### config.mk
export PLATFORM = sky130hd
export DESIGN_NAME = ps2_frame_rx
export DESIGN_NICKNAME = d
export VERILOG_FILES = /design/src/rtl/ps2_pkg.sv /design/src/rtl/ps2_sync_filter.sv /design/src/rtl/ps2_frame_rx.sv
export SDC_FILE = /design/constraint.sdc
export NUM_CORES = 1
export LEC_CHECK = 0
export BUFFER_PORTS_ARGS = -buffer_cell sky130_fd_sc_hd__buf_2
export CORE_ASPECT_RATIO = 1.25
export CORE_MARGIN = 8
export CORE_UTILIZATION = 64
export CTS_CLUSTER_SIZE = 30
export DETAILED_ROUTE_END_ITERATION = 7
export PLACE_DENSITY = 0.84
export SLEW_MARGIN = 10
export SYNTH_ARGS = -nofsm -noshare
export SYNTH_HDL_FRONTEND = slang
export SYNTH_SLANG_ARGS = --single-unit
export TNS_END_PERCENT = 10
### constraint.sdc
create_clock -name clk -period 5.8 [get_ports clk]
set_input_delay 0.29 -clock clk [delete_from_list [all_inputs] [get_ports clk]]
set_output_delay 0.29 -clock clk [all_outputs]
set_load 0.05 [all_outputs]
### src/rtl/ps2_pkg.sv
// Shared types and constants for the PS/2 keyboard frame receiver.
package ps2_pkg;

   typedef enum logic [1:0] {
      IDLE,
      DATA,
      PARITY,
      STOP
   } ps2_state_t;

   localparam logic [7:0] CODE_EXT = 8'hE0;
   localparam logic [7:0] CODE_BRK = 8'hF0;
   localparam logic [7:0] CODE_NUL = 8'h00;
   localparam logic [7:0] CODE_ERR = 8'hFF;

   typedef struct packed {
      logic [7:0] code;
      logic       brk;
      logic       ext;
   } fifo_entry_t;

endpackage

### src/rtl/ps2_sync_filter.sv
// Two-flop synchroniser plus run-length glitch filter for one PS/2 line.
module ps2_sync_filter #(
   parameter int FILTER_LEN = 8
) (
   input  logic clk,
   input  logic rst,
   input  logic din,
   output logic dout
);
   localparam int CW = $clog2(FILTER_LEN + 1);

   logic [1:0]    sync_reg;
   logic [CW-1:0] cnt_reg;
   logic          filt_reg;

   // Count consecutive samples that disagree with the filtered level.
   always_ff @(posedge clk or posedge rst) begin
      if (rst) begin
         sync_reg <= 2'b11;
         cnt_reg  <= '0;
         filt_reg <= 1'b1;
      end else begin
         sync_reg <= {sync_reg[0], din};
         if (sync_reg[1] == filt_reg) begin
            cnt_reg <= '0;
         end else if (cnt_reg == CW'(FILTER_LEN - 1)) begin
            filt_reg <= sync_reg[1];
            cnt_reg  <= '0;
         end else begin
            cnt_reg <= cnt_reg + CW'(1);
         end
      end
   end

   assign dout = filt_reg;

endmodule

### src/rtl/ps2_frame_rx.sv
// PS/2 device-to-host frame receiver with prefix decoding, keycode history and FWFT FIFO.
module ps2_frame_rx
   import ps2_pkg::*;
#(
   parameter int FILTER_LEN  = 8,
   parameter int TIMEOUT_CYC = 100000,
   parameter int FIFO_DEPTH  = 8,
   parameter int HIST_BYTES  = 4
) (
   input  logic                               clk,
   input  logic                               rst,
   input  logic                               kclk,
   input  logic                               kdata,
   output logic                               m_valid,
   input  logic                               m_ready,
   output logic [7:0]                         m_code,
   output logic                               m_brk,
   output logic                               m_ext,
   output logic [8*HIST_BYTES-1:0]            hist,
   output logic                               err_parity,
   output logic                               err_frame,
   output logic                               overflow,
   output logic [$clog2(FIFO_DEPTH+1)-1:0]    fifo_count
);
   localparam int AW = $clog2(FIFO_DEPTH);
   localparam int CW = $clog2(FIFO_DEPTH + 1);
   localparam int TW = $clog2(TIMEOUT_CYC + 1);
   localparam int HW = 8 * HIST_BYTES;

   logic [1:0] raw;
   logic [1:0] filt;
   logic       kclk_f, kdata_f, kclk_prev_reg, strobe;

   assign raw = {kdata, kclk};

   genvar gi;
   generate
      for (gi = 0; gi < 2; gi++) begin : g_line
         ps2_sync_filter #(.FILTER_LEN(FILTER_LEN)) u_filt (
            .clk (clk),
            .rst (rst),
            .din (raw[gi]),
            .dout(filt[gi])
         );
      end
   endgenerate

   assign kclk_f  = filt[0];
   assign kdata_f = filt[1];
   assign strobe  = kclk_prev_reg & ~kclk_f;

   ps2_state_t    state_reg;
   logic [2:0]    bit_cnt_reg;
   logic [7:0]    shift_reg;
   logic          par_reg;
   logic [TW-1:0] timer_reg;
   logic          err_parity_reg, err_frame_reg;
   logic          byte_ok_reg;
   logic [7:0]    byte_reg;

   always_ff @(posedge clk or posedge rst) begin
      if (rst) begin
         kclk_prev_reg  <= 1'b1;
         state_reg      <= IDLE;
         bit_cnt_reg    <= '0;
         shift_reg      <= '0;
         par_reg        <= 1'b0;
         timer_reg      <= '0;
         err_parity_reg <= 1'b0;
         err_frame_reg  <= 1'b0;
         byte_ok_reg    <= 1'b0;
         byte_reg       <= '0;
      end else begin
         kclk_prev_reg  <= kclk_f;
         err_parity_reg <= 1'b0;
         err_frame_reg  <= 1'b0;
         byte_ok_reg    <= 1'b0;
         if (state_reg == IDLE || strobe) timer_reg <= '0;
         else                             timer_reg <= timer_reg + TW'(1);
         case (state_reg)
            IDLE: if (strobe && !kdata_f) begin
               state_reg   <= DATA;
               bit_cnt_reg <= '0;
            end
            DATA: if (strobe) begin
               shift_reg   <= {kdata_f, shift_reg[7:1]};
               bit_cnt_reg <= bit_cnt_reg + 3'd1;
               if (bit_cnt_reg == 3'd7) state_reg <= PARITY;
            end
            PARITY: if (strobe) begin
               par_reg   <= kdata_f;
               state_reg <= STOP;
            end
            STOP: if (strobe) begin
               state_reg <= IDLE;
               if (!kdata_f)                    err_frame_reg  <= 1'b1;
               else if (!(^{shift_reg, par_reg})) err_parity_reg <= 1'b1;
               else begin
                  byte_ok_reg <= 1'b1;
                  byte_reg    <= shift_reg;
               end
            end
            default: state_reg <= IDLE;
         endcase
         // A stalled device abandons the frame; the next start bit resynchronises.
         if (state_reg != IDLE && !strobe && timer_reg == TW'(TIMEOUT_CYC - 1)) begin
            state_reg     <= IDLE;
            err_frame_reg <= 1'b1;
         end
      end
   end

   logic          ext_pend_reg, brk_pend_reg, overflow_reg;
   logic [HW-1:0] hist_reg;
   logic [AW-1:0] wr_ptr_reg, rd_ptr_reg;
   logic [CW-1:0] count_reg;
   logic          is_prefix, is_discard, push, pop, full, wr_en;
   fifo_entry_t   mem [FIFO_DEPTH];
   fifo_entry_t   wr_entry, head;

   assign is_prefix  = (byte_reg == CODE_EXT) || (byte_reg == CODE_BRK);
   assign is_discard = (byte_reg == CODE_NUL) || (byte_reg == CODE_ERR);
   assign push       = byte_ok_reg && !is_prefix && !is_discard;
   assign pop        = (count_reg != '0) && m_ready;
   assign full       = (count_reg == CW'(FIFO_DEPTH));
   assign wr_en      = push && (!full || pop);
   assign wr_entry   = '{code: byte_reg, brk: brk_pend_reg, ext: ext_pend_reg};

   always_ff @(posedge clk or posedge rst) begin
      if (rst) begin
         ext_pend_reg <= 1'b0;
         brk_pend_reg <= 1'b0;
         hist_reg     <= '0;
         overflow_reg <= 1'b0;
         wr_ptr_reg   <= '0;
         rd_ptr_reg   <= '0;
         count_reg    <= '0;
      end else begin
         if (byte_ok_reg) begin
            if (byte_reg == CODE_EXT)      ext_pend_reg <= 1'b1;
            else if (byte_reg == CODE_BRK) brk_pend_reg <= 1'b1;
            else begin
               ext_pend_reg <= 1'b0;
               brk_pend_reg <= 1'b0;
            end
         end
         if (push) hist_reg <= HW'({hist_reg, byte_reg});
         overflow_reg <= push && full && !pop;
         if (wr_en) wr_ptr_reg <= wr_ptr_reg + AW'(1);
         if (pop)   rd_ptr_reg <= rd_ptr_reg + AW'(1);
         count_reg <= count_reg + CW'(wr_en) - CW'(pop);
      end
   end

   // Storage needs no reset: the count gates every read.
   always_ff @(posedge clk) begin
      if (wr_en) mem[wr_ptr_reg] <= wr_entry;
   end

   assign head       = mem[rd_ptr_reg];
   assign m_valid    = (count_reg != '0);
   assign m_code     = m_valid ? head.code : 8'h00;
   assign m_brk      = m_valid & head.brk;
   assign m_ext      = m_valid & head.ext;
   assign hist       = hist_reg;
   assign err_parity = err_parity_reg;
   assign err_frame  = err_frame_reg;
   assign overflow   = overflow_reg;
   assign fifo_count = count_reg;

endmodule

==> results of run 1 <==
==> worst max-delay path by stage <==
stage	to	slack, ns	cells past startpoint
after detailed placement	mem[2][9]$_DFFE_PP_	2.48	6
after floorplan	mem[2][0]$_DFFE_PP_	2.80	6
after global placement	mem[4][1]$_DFFE_PP_	2.60	6
after CTS	mem[2][9]$_DFFE_PP_	2.29	6
after global routing	mem[2][1]$_DFFE_PP_	2.13	6
final	mem[2][9]$_DFFE_PP_	2.33	6
==> cells by family after synthesis <==
group | Yosys count | share of synthesized area
xor gates and xnor gates | 32 | 0.0381
DFF | 182 | 0.658
and+or+nand+nor | 123 | 0.0811
AOI/OAI and AO/OA | 25 | 0.0201
adders and majority gates | 18 | 0.0308
buffers and inverters | 29 | 0.0156
muxes | 85 | 0.156
==> where the power goes <==
part | switching (W) | internal [W]
combinational | 0.000372 | 0.000258
sequential | 0.000123 | 0.00143
clock | 0.000471 | 0.000613
total | 0.000966 | 0.00230
==> placed cells by master (no fill, tap or decap), drive strengths merged, types with 3 or more instances in the layout <==
cell type / instances
nor2b: 5
nor4: 6
mux2i: 12
dlygate4sd3: 3
nor2: 43
clkinv: 3
inv: 16
nand2: 19
dfstp: 7
a21oi: 9
ha: 17
o21ai: 6
edfxtp: 80
nor3: 7
nand4: 4
dfrtp: 95
xnor2: 22
and3: 3
buf: 61
nand3: 16
clkbuf: 22
mux4: 20
xor2: 10
nor3b: 3
nor4b: 3
mux2: 53
nand2b: 3
==> metrics by stage <==
stage,std cells,instance area [um^2],setup slack (ns)
6_report,710,8580,2.33
5_1_grt,710,8580,2.13
4_1_cts,710,8580,2.29
3_5_place_dp,676,7990,2.48
3_3_place_gp,676,7990,2.60
2_1_floorplan,494,7540,2.80
==> area by class of cell <==
type                       count  area (um^2)  share of cell area
clock buffer                  22          497              0.0579
clock inverter                 9         66.3             0.00773
inverter                      12         47.5             0.00554
multi-input combinational    283         2480               0.289
sequential                   182         4960               0.578
tap                          138          173              0.0201
timing repair buffer          64          353              0.0411
==> per-layer routing <==
layer / GRT usage / share of wire / wire length (um)
met5: 0 / 0 / 0
met4: 0.0772 / 0.018 / 262
met3: 0.0434 / 0.045 / 646
met2: 0.353 / 0.56 / 8050
met1: 0.220 / 0.38 / 5450
==> cells in the mapped netlist (7+ instances only) <==
cell / n / area, um^2
dfrtp_1: 95 / 2380
edfxtp_1: 80 / 2400
mux2_2: 53 / 597
nor2_1: 43 / 161
xnor2_1: 21 / 184
mux4_2: 20 / 450
nand2_1: 19 / 71.3
ha_1: 17 / 213
nand3_1: 16 / 80.1
inv_1: 12 / 45.0
mux2i_1: 11 / 110
xor2_1: 10 / 87.6
a21oi_1: 9 / 45.0
clkbuf_1: 8 / 30.0
buf_2: 7 / 35.0
dfstp_2: 7 / 184
nor3_1: 7 / 35.0
==> worst max-delay path, delay by kind of cell, from the launching register on <==
family          cells  cell delay, ns
buf+inv             1            0.40
compound gates      1            0.23
simple gates        4            1.90
flops               1            0.54
==> qor.yml, run 1 <==
status: "complete, no violations"
fin_crit_sh: 0.598
worstSetupStartpointType: "flip-flop"
ioPinCount: 55
drc: 0
yosys_register_bits: 182
synth.distinct_cells: 44
drtIter0Drc: 209
largest_reg_flops: 80
root_buffer: "clkbuf_16"
design.core.area_um2: 11600
drt.antenna.violating_nets: 0
min_path_type: "in2reg"
setup.worst_path.start: "byte_reg[7]$_DFFE_PP0P_"
async_flop_share: 0.560
grt_pass1_vias: 4419
period_needed_ns: 3.47
maxCapViolCount: 0
p_leak_nw: 3.84
timing.reg2reg.setup_slack_ns: 2.33
drive_gt1_frac: 0.308
finalSetupViolations: 0
port_buffers: 54
antenna_found_initial: 0
syn_nets: 517
syn-instance-count: 494
start_util: 0.653
holdPathStages: 3
synth-edff-count: 80
die_h_um: 137
grt_pass1_wl_um: 23200
synth_flop_cell: "dfrtp_1"
hpwl_um: 9740
ys_warn_count: 0
cts_setup_buffers: 0
cts_hold_buf: 3
num_vias: 4232
cts_buffers: 17
cts_tree: "yes"
hold_path_end: "rd_ptr_reg[2]$_DFFE_PP0N_"
report.final.slew_viol_count: 0
clock_sinks: 182
design_power_total_w: 0.00327
htreeDepth: 4
worstMarginPinSlew_ns: 1.17
path_cells: "and3_1 -> o21ai_0 -> and3_1 -> buf_4 -> nand2_1 -> nor4b_2"
r2r-end: "mem[2][9]$_DFFE_PP_"
n_antenna_cell: 0
ctsResizeCount: 0
grt-ovfl-total: 0
grt_max_degree: 86
wl_per_cell_um: 20.3
reg2reg_depth: 6
final_core_util: 0.742
max_freq_ghz: 0.288
fin_worst_skew_ns: 0.00596
p_per_area_nw_per_um2: 381
die_w_um: 113
holdCritStartpoint: "m_ready"
crit_type: "reg2reg"
drt-pass1-iter-count: 6
clk_pin_slew_ns: 0.07
vias_per_cell: 5.96
drt-total-wl_um: 14400
fill_cells: 653
slowest_stage: "nor4b_2"
slowest_delay_ns: 1.06
worstPathRequired_ns: 5.83
cp_common_cell: "and3_1"
r2r-start: "byte_reg[7]$_DFFE_PP0P_"
clock_latency_ns: 0.42
rows: 44
syn_area_per_cell_um2: 15.3
crit_arrival_ns: 3.50
grt_usage: 0.195
syn_area_um2: 7540
ir_drop_mv: 0.256
area_growth_pct: 13.7
fin_hold_ws_ns: 0.171
finalSetupTns_ns: 0
clk_path_buf_depth: 2
endpoint_kind: "flip-flop"
routabilityCongestion: 0.799
yosysSeqAreaShare: 0.658
grt_setup_unrepaired: "no"
crit_fanout: 37
relSlewSlack: 0.215
finalNetCount: 583
final_hold_viol_count: 0
die_area_um2: 15500
Power figures use the tool's default switching activity.
==> run 2, diff against run 1 <==
CORE_UTILIZATION = 60   (was 64)
PLACE_DENSITY = 0.79   (was 0.84)
clock period = 3.46 ns   (was 5.8 ns; I/O delays follow)
==> qor.yml, run 2 (synthesis results as in run 1) <==
root_buffer: "clkbuf_16"
min_path_type: "in2async"
drt.antenna.violating_nets: 0  # unchanged
num_vias: 4160  # -1.7%
clk_path_buf_depth: 2  # unchanged
routabilityCongestion: 0.770  # -3.6%
hpwl_um: 9310  # -4.4%
p_leak_nw: 3.80  # -1.3%
clock_latency_ns: 0.42  # about the same
port_buffers: 54  # unchanged
grt_max_degree: 87  # +1.2%
final_hold_viol_count: 0  # unchanged
worstMarginPinSlew_ns: 1.00  # -0.170 ns
worstSetupStartpointType: "flip-flop"
finalInstanceArea_um2: 8610  # +0.34%
finalSetupTns_ns: 0  # unchanged
ctsResizeCount: 0  # unchanged
grt-ovfl-total: 0  # unchanged
final_cell_mix: "dfrtp_1 (95), edfxtp_1 (80), buf_2 (54)"
fin_worst_skew_ns: 0.00787  # +0.00191 ns
grt_pass1_wl_um: 23000  # -0.95%
maxCapViolCount: 0  # unchanged
clk_pin_slew_ns: 0.06  # about the same
layout_commonest_cell: "dfrtp_1"
die_w_um: 116  # +2.8%
finalSetupViolations: 0  # unchanged
clock_sinks: 182  # unchanged
htreeDepth: 4  # unchanged
max_freq_ghz: 0.371  # +29%
period_needed_ns: 2.70  # -0.773 ns
relSlewSlack: 0.331  # +0.116
drive_gt1_frac: 0.313  # +0.00546
n_antenna_cell: 0  # unchanged
drt-total-wl_um: 14000  # -2.7%
dpl_cell_area_um2: 8070  # +1.0%
drtIter0Drc: 258  # +23%
design.core.area_um2: 12500  # +8.0%
endpoint_kind: "flip-flop"
fill_cells: 863  # +32%
drt-pass1-iter-count: 4  # -2
largest_reg_flops: 80  # unchanged
p_per_area_nw_per_um2: 626  # +64%
finalNonFillerCells: 746  # +5.1%
vias_per_cell: 5.58  # -6.4%
fin_hold_ws_ns: 0.00910  # -0.162 ns
grt_usage: 0.186  # -0.00888
crit_fanout: 13  # -65%
worstPathRequired_ns: 3.76  # -2.07 ns
die_area_um2: 16400  # +5.8%
grt_setup_unrepaired: "no"
crit_arrival_ns: 3.00  # -0.50 ns
report.final.slew_viol_count: 0  # unchanged
wl_per_cell_um: 18.8  # -7.4%
ir_drop_mv: 0.390  # +53%
drc: 0  # unchanged
antenna_found_initial: 0  # unchanged
area_growth_pct: 14.1
finalNetCount: 588  # +0.86%
fin_crit_sh: 0.780  # +0.181
rows: 46  # +4.5%
ioPinCount: 55  # unchanged
cts_setup_buffers: 0  # unchanged
die_h_um: 141  # +2.9%
grt_pass1_vias: 4412  # -0.16%
start_util: 0.604  # -0.0485
status: "complete, no violations"
crit_type: "reg2reg"
post-place-cells: 712  # +5.3%
final_core_util: 0.689  # -0.0529
cts_buffers: 17  # unchanged
cts_tree: "yes"
run 2: cell types whose count changed in the layout (fill, tap and decap cells not counted):
cell | previous run | this run
dlygate4sd3_1 | 3 | 2
clkinvlp_2 | 0 | 1
clkinvlp_4 | 2 | 5
inv_4 | 2 | 1
buf_4 | 7 | 13
clkbuf_8 | 1 | 0
clkbuf_16 | 19 | 17
clkinv_4 | 1 | 2
inv_6 | 3 | 1
clkinv_1 | 0 | 2
run 2: cell type report:
class	instances	area [um^2]	share of cell area
Timing Repair Buffer	69	388	0.0450
Multi-Input combinational cell	283	2480	0.288
Tap cell	168	210	0.0244
Sequential cell	182	4960	0.576
Inverter	12	47.5	0.00552
Clock buffer	19	433	0.0503
Clock inverter	13	86.3	0.0100
run 2: worst max-delay path, cell delays in order, from the launching register on:
cell and delay (ns):
dfrtp_1 0.51, and3_1 0.28, o21ai_0 0.16, and3_1 0.44
nand2_1 0.32, mux2i_1 0.24, ha_1 0.21, fa_1 0.41
run 2: report_power, final:
group	total, W	switching (W)	internal [W]
combinational	0.00108	0.000635	0.000449
sequential	0.00261	0.000215	0.00240
clock	0.00169	0.000783	0.000911
run 2: per-layer routing:
layer  track usage  part of all wire  up-vias
met5             0                 0        -
met4        0.0719             0.017        0
met3        0.0404             0.034       26
met2         0.329              0.55       81
met1         0.213              0.40     2099
li1              -                 -     1954
run 2: what timing repair did:
action | in CTS | in global routing
setup endpoints to repair | 0 | 0
hold endpoints to repair | 2 | 0
hold buffers | 2 | 0
run 2: stage by stage:
| step | setup WS [ns] | total power [W] |
|---|---|---|
| detailed placement | 0.835 | 0.00374 |
| finish | 0.762 | 0.00539 |
| global placement | 0.870 | 0.00368 |
| global route | 0.578 | 0.00565 |
| CTS | 0.761 | 0.00543 |
| floorplan | 0.456 | 0.00349 |
run 2: path summary, 6_finish.rpt:
kind / from / slack, ns / cells after the start / endpoint
worst max-delay path: byte_reg[7]$_DFFE_PP0P_ / 0.76 / 7 / fifo_count[1]$_DFF_PP0_
worst min-delay path: rst / 0.009 / 2 / hist[26]$_DFFE_PP0P_
worst max register to register: byte_reg[7]$_DFFE_PP0P_ / 0.76 / 7 / fifo_count[1]$_DFF_PP0_
worst min register to register: g_line[1].u_filt.sync_reg[0]$_DFF_PP1_ / 0.36 / 0 / g_line[1].u_filt.sync_reg[1]$_DFF_PP1_
max in group asynchronous: rst / 2.63 / 3 / hist[13]$_DFFE_PP0P_
min in group clk: m_ready / 0.06 / 3 / rd_ptr_reg[2]$_DFFE_PP0N_
==> run 3, diff against run 2 <==
ABC_AREA = 1   (was default)
clock period = 2.5 ns   (was 3.46 ns; I/O delays follow)
==> qor.yml, run 3 <==
status: "complete, no violations"
syn-instance-count: 757  # +53%
final_hold_viol_count: 0  # unchanged
async_flop_share: 0.560  # unchanged
yosys_register_bits: 182  # unchanged
cts_tree: "yes"
antenna_found_initial: 0  # unchanged
critPathTopFamily: "simple AND/OR/NAND/NOR gates"
die_w_um: 118  # +1.2%
fin_ws_ns: 0.187  # -0.575 ns
die_area_um2: 16800  # +2.4%
finalNetCount: 857  # +46%
syn_area_per_cell_um2: 10.2  # -33%
hpwl_um: 11800  # +27%
area_growth_pct: 14.8
ys_warn_count: 0  # unchanged
die_h_um: 143  # +1.2%
drive_gt1_frac: 0.161  # -0.153
synthTopCellsByArea: "edfxtp_1 (31%), dfrtp_1 (31%), nand2_1 (7.3%)"
grt_usage: 0.206  # +0.0202
grt_setup_unrepaired: "no"
finalNonFillerCells: 1015  # +36%
min_path_type: "in2reg"
slowest_stage: "dfrtp_1"
final_cell_mix: "nand2_1 (151), nor2_1 (103), dfrtp_1 (92)"
worstPathRequired_ns: 2.62  # -1.14 ns
cts_setup_buffers: 0  # unchanged
yosysTopAreaCellShare: 0.310  # -0.00833
finalSetupViolations: 0  # unchanged
path_buf_inv: 4  # +4
maxCapViolCount: 0  # unchanged
yosysSeqAreaShare: 0.641  # -0.0172
ioPinCount: 55  # unchanged
pre_cts_slack_ns: 0.179  # -0.656 ns
syn_area_um2: 7750  # +2.7%
vias_per_cell: 5.51  # -1.2%
root_buffer: "clkbuf_16"
cts_buffers: 17  # unchanged
grt_pass1_wl_um: 27700  # +20%
crit_arrival_ns: 2.44  # -0.56 ns
max_freq_ghz: 0.432  # +17%
clk_pin_slew_ns: 0.06  # about the same
fin_worst_skew_ns: 0.00659  # -0.00128 ns
crit_type: "reg2reg"
design.core.area_um2: 12700  # +1.4%
grt-ovfl-total: 0  # unchanged
p_per_area_nw_per_um2: 991  # +58%
n_antenna_cell: 0  # unchanged
fin_crit_sh: 0.925  # +0.146
fill_cells: 908  # +5.2%
synth-edff-count: 80  # unchanged
relSlewSlack: 0.665  # +0.334
htreeDepth: 4  # unchanged
report.final.slew_viol_count: 0  # unchanged
fin_hold_ws_ns: 0.0622  # +0.0531 ns
wl_per_cell_um: 16.5  # -12%
p_leak_nw: 3.98  # +4.9%
drt-pass1-iter-count: 6  # +2
rows: 46  # unchanged
drc: 0  # unchanged
endpoint_kind: "flip-flop"
combPwrFrac: 0.345  # +0.144
clock_sinks: 182  # unchanged
synth.top_cells.by_count: "nand2_1 (151), nor2_1 (103), dfrtp_1 (95), edfxtp_1 (80), o21ai_0 (75)"
p_int_w: 0.00544  # +45%
switchingPower_w: 0.00337  # +110%
drt.antenna.violating_nets: 0  # unchanged
power.share.clock: 0.262  # -0.052
clock_latency_ns: 0.42  # about the same
ir_drop_mv: 0.753  # +93%
synth_flop_cell: "dfrtp_1"
post-place-cells: 980  # +38%
swShare: 0.383  # +0.0798
layout_commonest_cell: "nand2_1"
clk_path_buf_depth: 2  # unchanged
synth_most_common_cell: "nand2_1"
worstSetupStartpointType: "flip-flop"
drtIter0Drc: 432  # +67%
worstMarginPinSlew_ns: 0.501  # -0.503 ns
syn_nets: 780  # +51%
grt_pass1_vias: 5858  # +33%
drt-total-wl_um: 16700  # +19%
routabilityCongestion: 0.803  # +4.3%
start_util: 0.612  # +0.00777
period_needed_ns: 2.31  # -0.385 ns
synth_top_area_cell: "edfxtp_1"
synth.distinct_cells: 40  # -9.1%
seqPwrFrac: 0.394  # -0.091
largest_reg_flops: 80  # unchanged
path_cells: "inv_1 -> nand4_2 -> nor2_1 -> a21oi_1 -> nand2_2 -> inv_2 -> buf_4 -> nand3_1 -> nor2_1 -> buf_4"
port_buffers: 54  # unchanged
num_vias: 5590  # +34%
slowest_delay_ns: 0.56  # +0.05 ns
crit_fanout: 11  # -2
grt_max_degree: 72  # -17%
-- run 3: worst paths after layout --
path	startpoint	end	slack [ns]	cells after the start
setup / recovery	byte_reg[1]$_DFFE_PP0P_	mem[0][5]$_DFFE_PP_	0.19	10
hold / removal	m_ready	rd_ptr_reg[0]$_DFFE_PP0N_	0.06	3
setup reg to reg	byte_reg[1]$_DFFE_PP0P_	mem[0][5]$_DFFE_PP_	0.19	10
hold reg to reg	g_line[1].u_filt.sync_reg[0]$_DFF_PP1_	g_line[1].u_filt.sync_reg[1]$_DFF_PP1_	0.36	0
max in group asynchronous	rst	g_line[1].u_filt.dout$_DFFE_PP1P_	1.80	4
min in group asynchronous	rst	hist[14]$_DFFE_PP0P_	0.36	4
-- run 3: logic make-up after synthesis --
family | synth area share
compound gates | 0.0940
fa+ha+maj | 0.0300
flops | 0.641
buf+inv | 0.0509
xor+xnor | 0.0147
simple gates | 0.168
mux | 0.00145
-- run 3: per-stage QoR --
stage | util | setup TNS (ns) | total power [W] | area, um^2
finish | 0.702 | 0 | 0.00881 | 8890
global route | 0.702 | 0 | 0.00926 | 8890
CTS | 0.701 | 0 | 0.00883 | 8880
detailed placement | 0.658 | 0 | 0.00652 | 8330
global placement | 0.658 | 0 | 0.00634 | 8330
floorplan | - | -6.67 | 0.00574 | 7780
-- run 3: layout make-up --
cell class,count,area (um^2),share of cell area
clock inverter,15,90.1,0.0101
sequential,182,4970,0.559
inverter,72,278,0.0312
multi-input combinational,480,2420,0.272
clock buffer,17,425,0.0478
tap,168,210,0.0236
timing repair buffer,81,500,0.0563
-- run 3: power groups by stage --
stage	clock network [W]	registers, W	logic (W)
2_1_floorplan	0	0.00361	0.00213
3_3_place_gp	0	0.00349	0.00284
3_5_place_dp	0	0.00352	0.00301
4_1_cts	0.00235	0.00346	0.00302
5_1_grt	0.00245	0.00349	0.00332
6_report	0.00231	0.00347	0.00304
-- run 3: timing repair --
item,CTS,global route
gates resized for setup,0,6
hold buffers,3,0
setup endpoints to repair,0,43
endpoints found under the hold margin,97,0
-- run 3: worst reg2reg max path, delay by kind of cell (launching register included) --
family	cells	cell delay (ns)
AO/OA/AOI/OAI	1	0.22
flip-flops	1	0.56
buffers and inverters	4	0.59
AND/OR/NAND/NOR	5	0.64
-- run 3: routing by layer --
layer  share of wire  GRT usage  wire (um)
met1            0.38      0.212       6300
met2            0.56      0.393       9350
met3           0.038     0.0415        634
met4           0.027     0.0973        448
met5               0          0          0
